[src/rtl/fnd_scan_decoder.sv]
// Multiplexed 7-segment (FND) bus receiver: recovers a DIGITS-nibble word from an active-low segment
// bus plus a one-hot digit select. Optional macro FND_BLANK_EN decodes all-off digits as blank.
module fnd_scan_decoder #(
  parameter int unsigned DIGITS     = 4,
  parameter int unsigned STABLE_CNT = 4
) (
  input  logic                  i_Clk,
  input  logic                  i_Rst_n,
  input  logic [6:0]            i_FND,
  input  logic [DIGITS-1:0]     i_Digit_Sel,
  output logic [4*DIGITS-1:0]   o_Data,
  output logic                  o_Valid,
  output logic                  o_Err,
`ifdef FND_BLANK_EN
  output logic [DIGITS-1:0]     o_Blank,
`endif
  output logic [DIGITS-1:0]     o_Digit_Err
);

  localparam int unsigned CW = $clog2(STABLE_CNT);
  localparam logic [CW-1:0] CNT_MAX = CW'(STABLE_CNT - 1);
  localparam logic [CW-1:0] CNT_ARM = CW'(STABLE_CNT - 2);

  logic [6:0]              fnd_s1, fnd_s2, fnd_prev;
  logic [DIGITS-1:0]       sel_s1, sel_s2, sel_prev;
  logic [CW-1:0]           cnt;
  logic [DIGITS-1:0]       mask;
  logic [DIGITS-1:0][3:0]  hold_nib;
  logic [DIGITS-1:0]       hold_err;
`ifdef FND_BLANK_EN
  logic [DIGITS-1:0]       hold_blank;
`endif

  logic       same_c, legal_c, capture_c, frame_done_c;
  logic [3:0] dec_nib_c;
  logic       dec_err_c;
  logic       dec_blank_c;

  // Two-flop synchroniser plus one-cycle history for the stability compare
  always_ff @(posedge i_Clk or negedge i_Rst_n) begin
    if (!i_Rst_n) begin
      fnd_s1   <= '0;
      fnd_s2   <= '0;
      fnd_prev <= '0;
      sel_s1   <= '0;
      sel_s2   <= '0;
      sel_prev <= '0;
    end else begin
      fnd_s1   <= i_FND;
      fnd_s2   <= fnd_s1;
      fnd_prev <= fnd_s2;
      sel_s1   <= i_Digit_Sel;
      sel_s2   <= sel_s1;
      sel_prev <= sel_s2;
    end
  end

  always_comb begin
    same_c       = (sel_s2 == sel_prev) && (fnd_s2 == fnd_prev);
    legal_c      = $onehot(sel_s2);
    capture_c    = legal_c && same_c && (cnt == CNT_ARM);
    frame_done_c = &mask;
  end

  // Segment pattern (g..a, active-low) back to a hex nibble
  always_comb begin
    dec_nib_c   = 4'h0;
    dec_err_c   = 1'b0;
    dec_blank_c = 1'b0;
    case (fnd_s2)
      7'b1000000: dec_nib_c = 4'h0;
      7'b1111001: dec_nib_c = 4'h1;
      7'b0100100: dec_nib_c = 4'h2;
      7'b0110000: dec_nib_c = 4'h3;
      7'b0011001: dec_nib_c = 4'h4;
      7'b0010010: dec_nib_c = 4'h5;
      7'b0000010: dec_nib_c = 4'h6;
      7'b1011000: dec_nib_c = 4'h7;
      7'b0000000: dec_nib_c = 4'h8;
      7'b0011000: dec_nib_c = 4'h9;
      7'b0001000: dec_nib_c = 4'hA;
      7'b0000011: dec_nib_c = 4'hB;
      7'b1000110: dec_nib_c = 4'hC;
      7'b0100001: dec_nib_c = 4'hD;
      7'b0000110: dec_nib_c = 4'hE;
      7'b0001110: dec_nib_c = 4'hF;
`ifdef FND_BLANK_EN
      7'b1111111: dec_blank_c = 1'b1;
`endif
      default:    dec_err_c = 1'b1;
    endcase
  end

  // Saturating stability counter; illegal select pins it at zero
  always_ff @(posedge i_Clk or negedge i_Rst_n) begin
    if (!i_Rst_n) begin
      cnt <= '0;
    end else if (!legal_c || !same_c) begin
      cnt <= '0;
    end else if (cnt != CNT_MAX) begin
      cnt <= cnt + CW'(1);
    end
  end

  // Holding slots and capture mask; a capture on the completion edge seeds the next frame
  always_ff @(posedge i_Clk or negedge i_Rst_n) begin
    if (!i_Rst_n) begin
      mask     <= '0;
      hold_nib <= '0;
      hold_err <= '0;
`ifdef FND_BLANK_EN
      hold_blank <= '0;
`endif
    end else begin
      if (frame_done_c) begin
        mask <= capture_c ? sel_s2 : '0;
      end else if (capture_c) begin
        mask <= mask | sel_s2;
      end
      for (int k = 0; k < int'(DIGITS); k++) begin
        if (capture_c && sel_s2[k]) begin
          hold_nib[k] <= dec_nib_c;
          hold_err[k] <= dec_err_c;
`ifdef FND_BLANK_EN
          hold_blank[k] <= dec_blank_c;
`endif
        end
      end
    end
  end

  // Output word loads once per completed frame and holds in between
  always_ff @(posedge i_Clk or negedge i_Rst_n) begin
    if (!i_Rst_n) begin
      o_Data      <= '0;
      o_Valid     <= 1'b0;
      o_Err       <= 1'b0;
      o_Digit_Err <= '0;
`ifdef FND_BLANK_EN
      o_Blank     <= '0;
`endif
    end else begin
      o_Valid <= frame_done_c;
      if (frame_done_c) begin
        o_Data      <= hold_nib;
        o_Digit_Err <= hold_err;
        o_Err       <= |hold_err;
`ifdef FND_BLANK_EN
        o_Blank     <= hold_blank;
`endif
      end
    end
  end

`ifndef FND_BLANK_EN
  logic unused_blank;
  assign unused_blank = dec_blank_c;
`endif

endmodule

[config.mk]
export PLATFORM = sky130hd
export DESIGN_NAME = fnd_scan_decoder
export DESIGN_NICKNAME = d
export VERILOG_FILES = /design/src/rtl/fnd_scan_decoder.sv
export SDC_FILE = /design/constraint.sdc
export NUM_CORES = 1
export LEC_CHECK = 0
export BUFFER_PORTS_ARGS = -buffer_cell sky130_fd_sc_hd__buf_2
export CAP_MARGIN = 20
export CORE_ASPECT_RATIO = 0.8
export CORE_MARGIN = 2
export CORE_UTILIZATION = 40
export CTS_BUF_LIST = sky130_fd_sc_hd__clkbuf_16
export DETAILED_ROUTE_END_ITERATION = 16
export PLACE_DENSITY_LB_ADDON = 0.1
export SLEW_MARGIN = 20
export SYNTH_ARGS = -nofsm -noshare
export SYNTH_HDL_FRONTEND = slang
export SYNTH_SLANG_ARGS = --single-unit
[constraint.sdc]
create_clock -name i_Clk -period 3.65 [get_ports i_Clk]
set_clock_uncertainty 0.15 [all_clocks]
set_input_delay 0.1825 -clock i_Clk [delete_from_list [all_inputs] [get_ports i_Clk]]
set_output_delay 0.1825 -clock i_Clk [all_outputs]
set_load 0.1 [all_outputs]
==> reports/qor.txt <==
Status -> finished, final reports clean
Vias in the first global route -> 2072
Initial Util -> 0.413
Vias -> 2049
Drt pass-1 iters -> 4
Synth Area in XOR/XNOR -> 0.0427
CP Class -> reg2reg
Count leader, synth -> dfrtp_1
Clock sinks -> 81
Via density -> 4.69
Antenna diodes -> 0
H-tree Lvls -> 3
Ys async rst share -> 1.00
Final net count -> 342
CP max FO -> 6
CP delay by family, top -> simple AND/OR/NAND/NOR gates
Design Area, Final -> 0.00397 mm2
DRC viols -> 0
Setup violators final -> 0
CTS Hold Bufs -> 12
Post-route ant nets -> 0
Final slew viol count -> 0
Worst path slowest cell -> fa_1
Startpoint Class -> register
Clk slew on worst S/H paths -> 0.05 ns
Layout cell share with drive strength beyond 1 -> 0.225
Num rows -> 29
Measured slew at the worst slew-check pin -> 0.919 ns
CP required -> 3.70 ns
Tot GR Track Use -> 0.154
CP endpoint kind -> register
Yosys top cell by area -> dfrtp_1
Wire per inst -> 13.9 um
Setup ws final -> 0.414 ns
Crit path to -> hold_nib[10]
Mapped Cells -> 280
Core box area -> 0.00795 mm2
Power Density -> 492 mW/mm2
Clock latency on the worst-skew pair -> 0.33 ns
IO Pins -> 35
Fmax achieved -> 309 MHz
Syn Std Cell Area -> 0.00328 mm2
Post-CTS Setup Bufs -> 0
Crit path from -> sel_s2[0]
Fill cell count -> 708
Crit share post-route -> 0.887
Longest Clk Path Bufs -> 2
Final setup TNS -> 0 ns
R2r worst-path depth -> 10
Post_cts resized -> 0
WP buf/inv -> 2
Placer's final routability congestion estimate -> 0.837
HP Class -> reg2reg
Syn Area/Cell -> 11.7 um2
Clock root buffer -> clkbuf_16
Initial antenna violation count -> 0
First-pass GRT wire length -> 10.6 mm
Leakage -> 2.08 nW
Pre-CTS WS -> 0.406 ns
Mux share of post-synthesis cell area -> 0.0717
Final WL -> 6.07 mm
GRT overflow -> 0
Number of library cell types mapped by synthesis -> 44
Die Area -> 0.00895 mm2
Reg area -> 0.00203 mm2
Post-synth top flop -> dfrtp_1
CTS tree -> built
Worst IR Drop VDD -> 213 uV
Normalized max-slew margin -> 0.379
Synth Area in Compound Gates -> 0.0328
Footprint of the multi-input gates -> 0.00116 mm2
Synthesized Nets -> 298
IO Port Bufs -> 34
Top cells by area, synth -> dfrtp_1, nand2_1, mux2_2
Post-synth EDFFs -> 0
Total power -> 1.95 mW
Fin. Hold Viols -> 0
CP cell instances -> inv_1 > fa_1 > inv_1 > ha_1 > ha_1 > or3b_1 > nor4_2 > and4_4 > nand2_4 > mux2_1
Largest net degree at the start of global routing -> 82
Critical Path Stages -> 10
Arr. time, crit path -> 3.29 ns
Seq cells post-synth -> 81
Worst R2R End -> hold_nib[10]
Starting DRT DRC Count -> 62
Total CTS buffers -> 9
Die X-Extent -> 105 um
Flop-to-flop setup slack -> 0.41 ns
Largest family of logic cells by synthesized area -> simple AND/OR/NAND/NOR gates
Final HPWL DP -> 3.85 mm
Placed Area -> 0.00353 mm2
Max incr delay on CP -> 0.54 ns
Most frequent cells after synthesis -> dfrtp_1, nand2_1, mux2_2
Post-synth top area share -> 0.618
Fin crit period -> 3.24 ns
Simple-gate area share of the yosys netlist -> 0.185
Area growth, synth to finish -> 21.0%
Sequential share of the synthesized area -> 0.618
Max-Cap Viols -> 0
Yosys warnings -> 0
Synth Area in Adders -> 0.0214
Chip height -> 85 um
Critical R2R Launch -> sel_s2[0]
RSZ-0062 raised after global routing -> no
[stage by stage]
stage / utilization / hold WS (ns) / instances
6_report: 0.499 / 0.197 / 437
5_1_grt: 0.499 / 0.203 / 437
4_1_cts: 0.499 / 0.198 / 437
3_5_place_dp: 0.445 / 0.142 / 409
3_3_place_gp: 0.445 / 0.141 / 409
2_1_floorplan: - / -0.263 / 280
[cell type report]
type                            count  area share
Timing Repair Buffer               47      0.0766
Clock buffer                        9      0.0567
Clock inverter                      7      0.0218
Tap cell                          108      0.0340
Inverter                            8     0.00757
Sequential cell                    81       0.511
Multi-Input combinational cell    177       0.293
[flip-flops by register name (all words and copies together) (netlist names), 7 cells and up]
signal	count
hold_nib	16
o_Data	16
fnd_prev	7
fnd_s1	7
fnd_s2	7
[power breakdown]
| group | switching [mW] | leakage (nW) | internal (mW) |
|---|---|---|---|
| Sequential | 0.0267 | 1.06 | 0.916 |
| Clock | 0.339 | 0.162 | 0.594 |
| Combinational | 0.0423 | 0.859 | 0.0359 |
[layer usage]
layer | routed length (um) | global-route usage | vias to the layer above
li1 | - | - | 1023
met1 | 3160 | 0.222 | 988
met2 | 2630 | 0.226 | 32
met3 | 220 | 0.0469 | 6
met4 | 57 | 0.0436 | 0
met5 | 0 | 0 | -
[layout by cell type (no fill, tap or decap), types with 4 or more instances in the layout]
| master | synthesis | routed |
|---|---|---|
| xor2_1 | 13 | 13 |
| nand3b_1 | 4 | 4 |
| nor4_1 | 6 | 6 |
| ha_1 | 4 | 4 |
| nand2_1 | 72 | 72 |
| clkbuf_16 | 0 | 9 |
| nand2_4 | 4 | 4 |
| nor2_1 | 8 | 8 |
| dlygate4sd3_1 | 0 | 12 |
| inv_1 | 8 | 10 |
| mux2_2 | 18 | 18 |
| buf_2 | 8 | 33 |
| dfrtp_1 | 81 | 81 |
[cells by family after synthesis]
| kind of cell | Yosys count |
|---|---|
| AND/OR/NAND/NOR | 120 |
| flip-flops | 81 |
| buffers and inverters | 22 |
| multiplexers | 21 |
| XOR/XNOR | 16 |
| AO/OA/AOI/OAI | 15 |
| adder cells (fa/ha/maj) | 5 |
[how the worst min path moves through the flow]
stage              start         to  slack, ns  cells past startpoint
6_report       sel_s1[3]  sel_s2[3]       0.20                      0
5_1_grt        sel_s1[3]  sel_s2[3]       0.20                      0
4_1_cts        fnd_s1[1]  fnd_s2[1]       0.20                      0
3_5_place_dp    i_FND[6]  fnd_s1[6]       0.14                      1
3_3_place_gp    i_FND[2]  fnd_s1[2]       0.14                      1
2_1_floorplan    i_Rst_n     cnt[0]      -0.26                      0
Power figures use the tool's default switching activity.
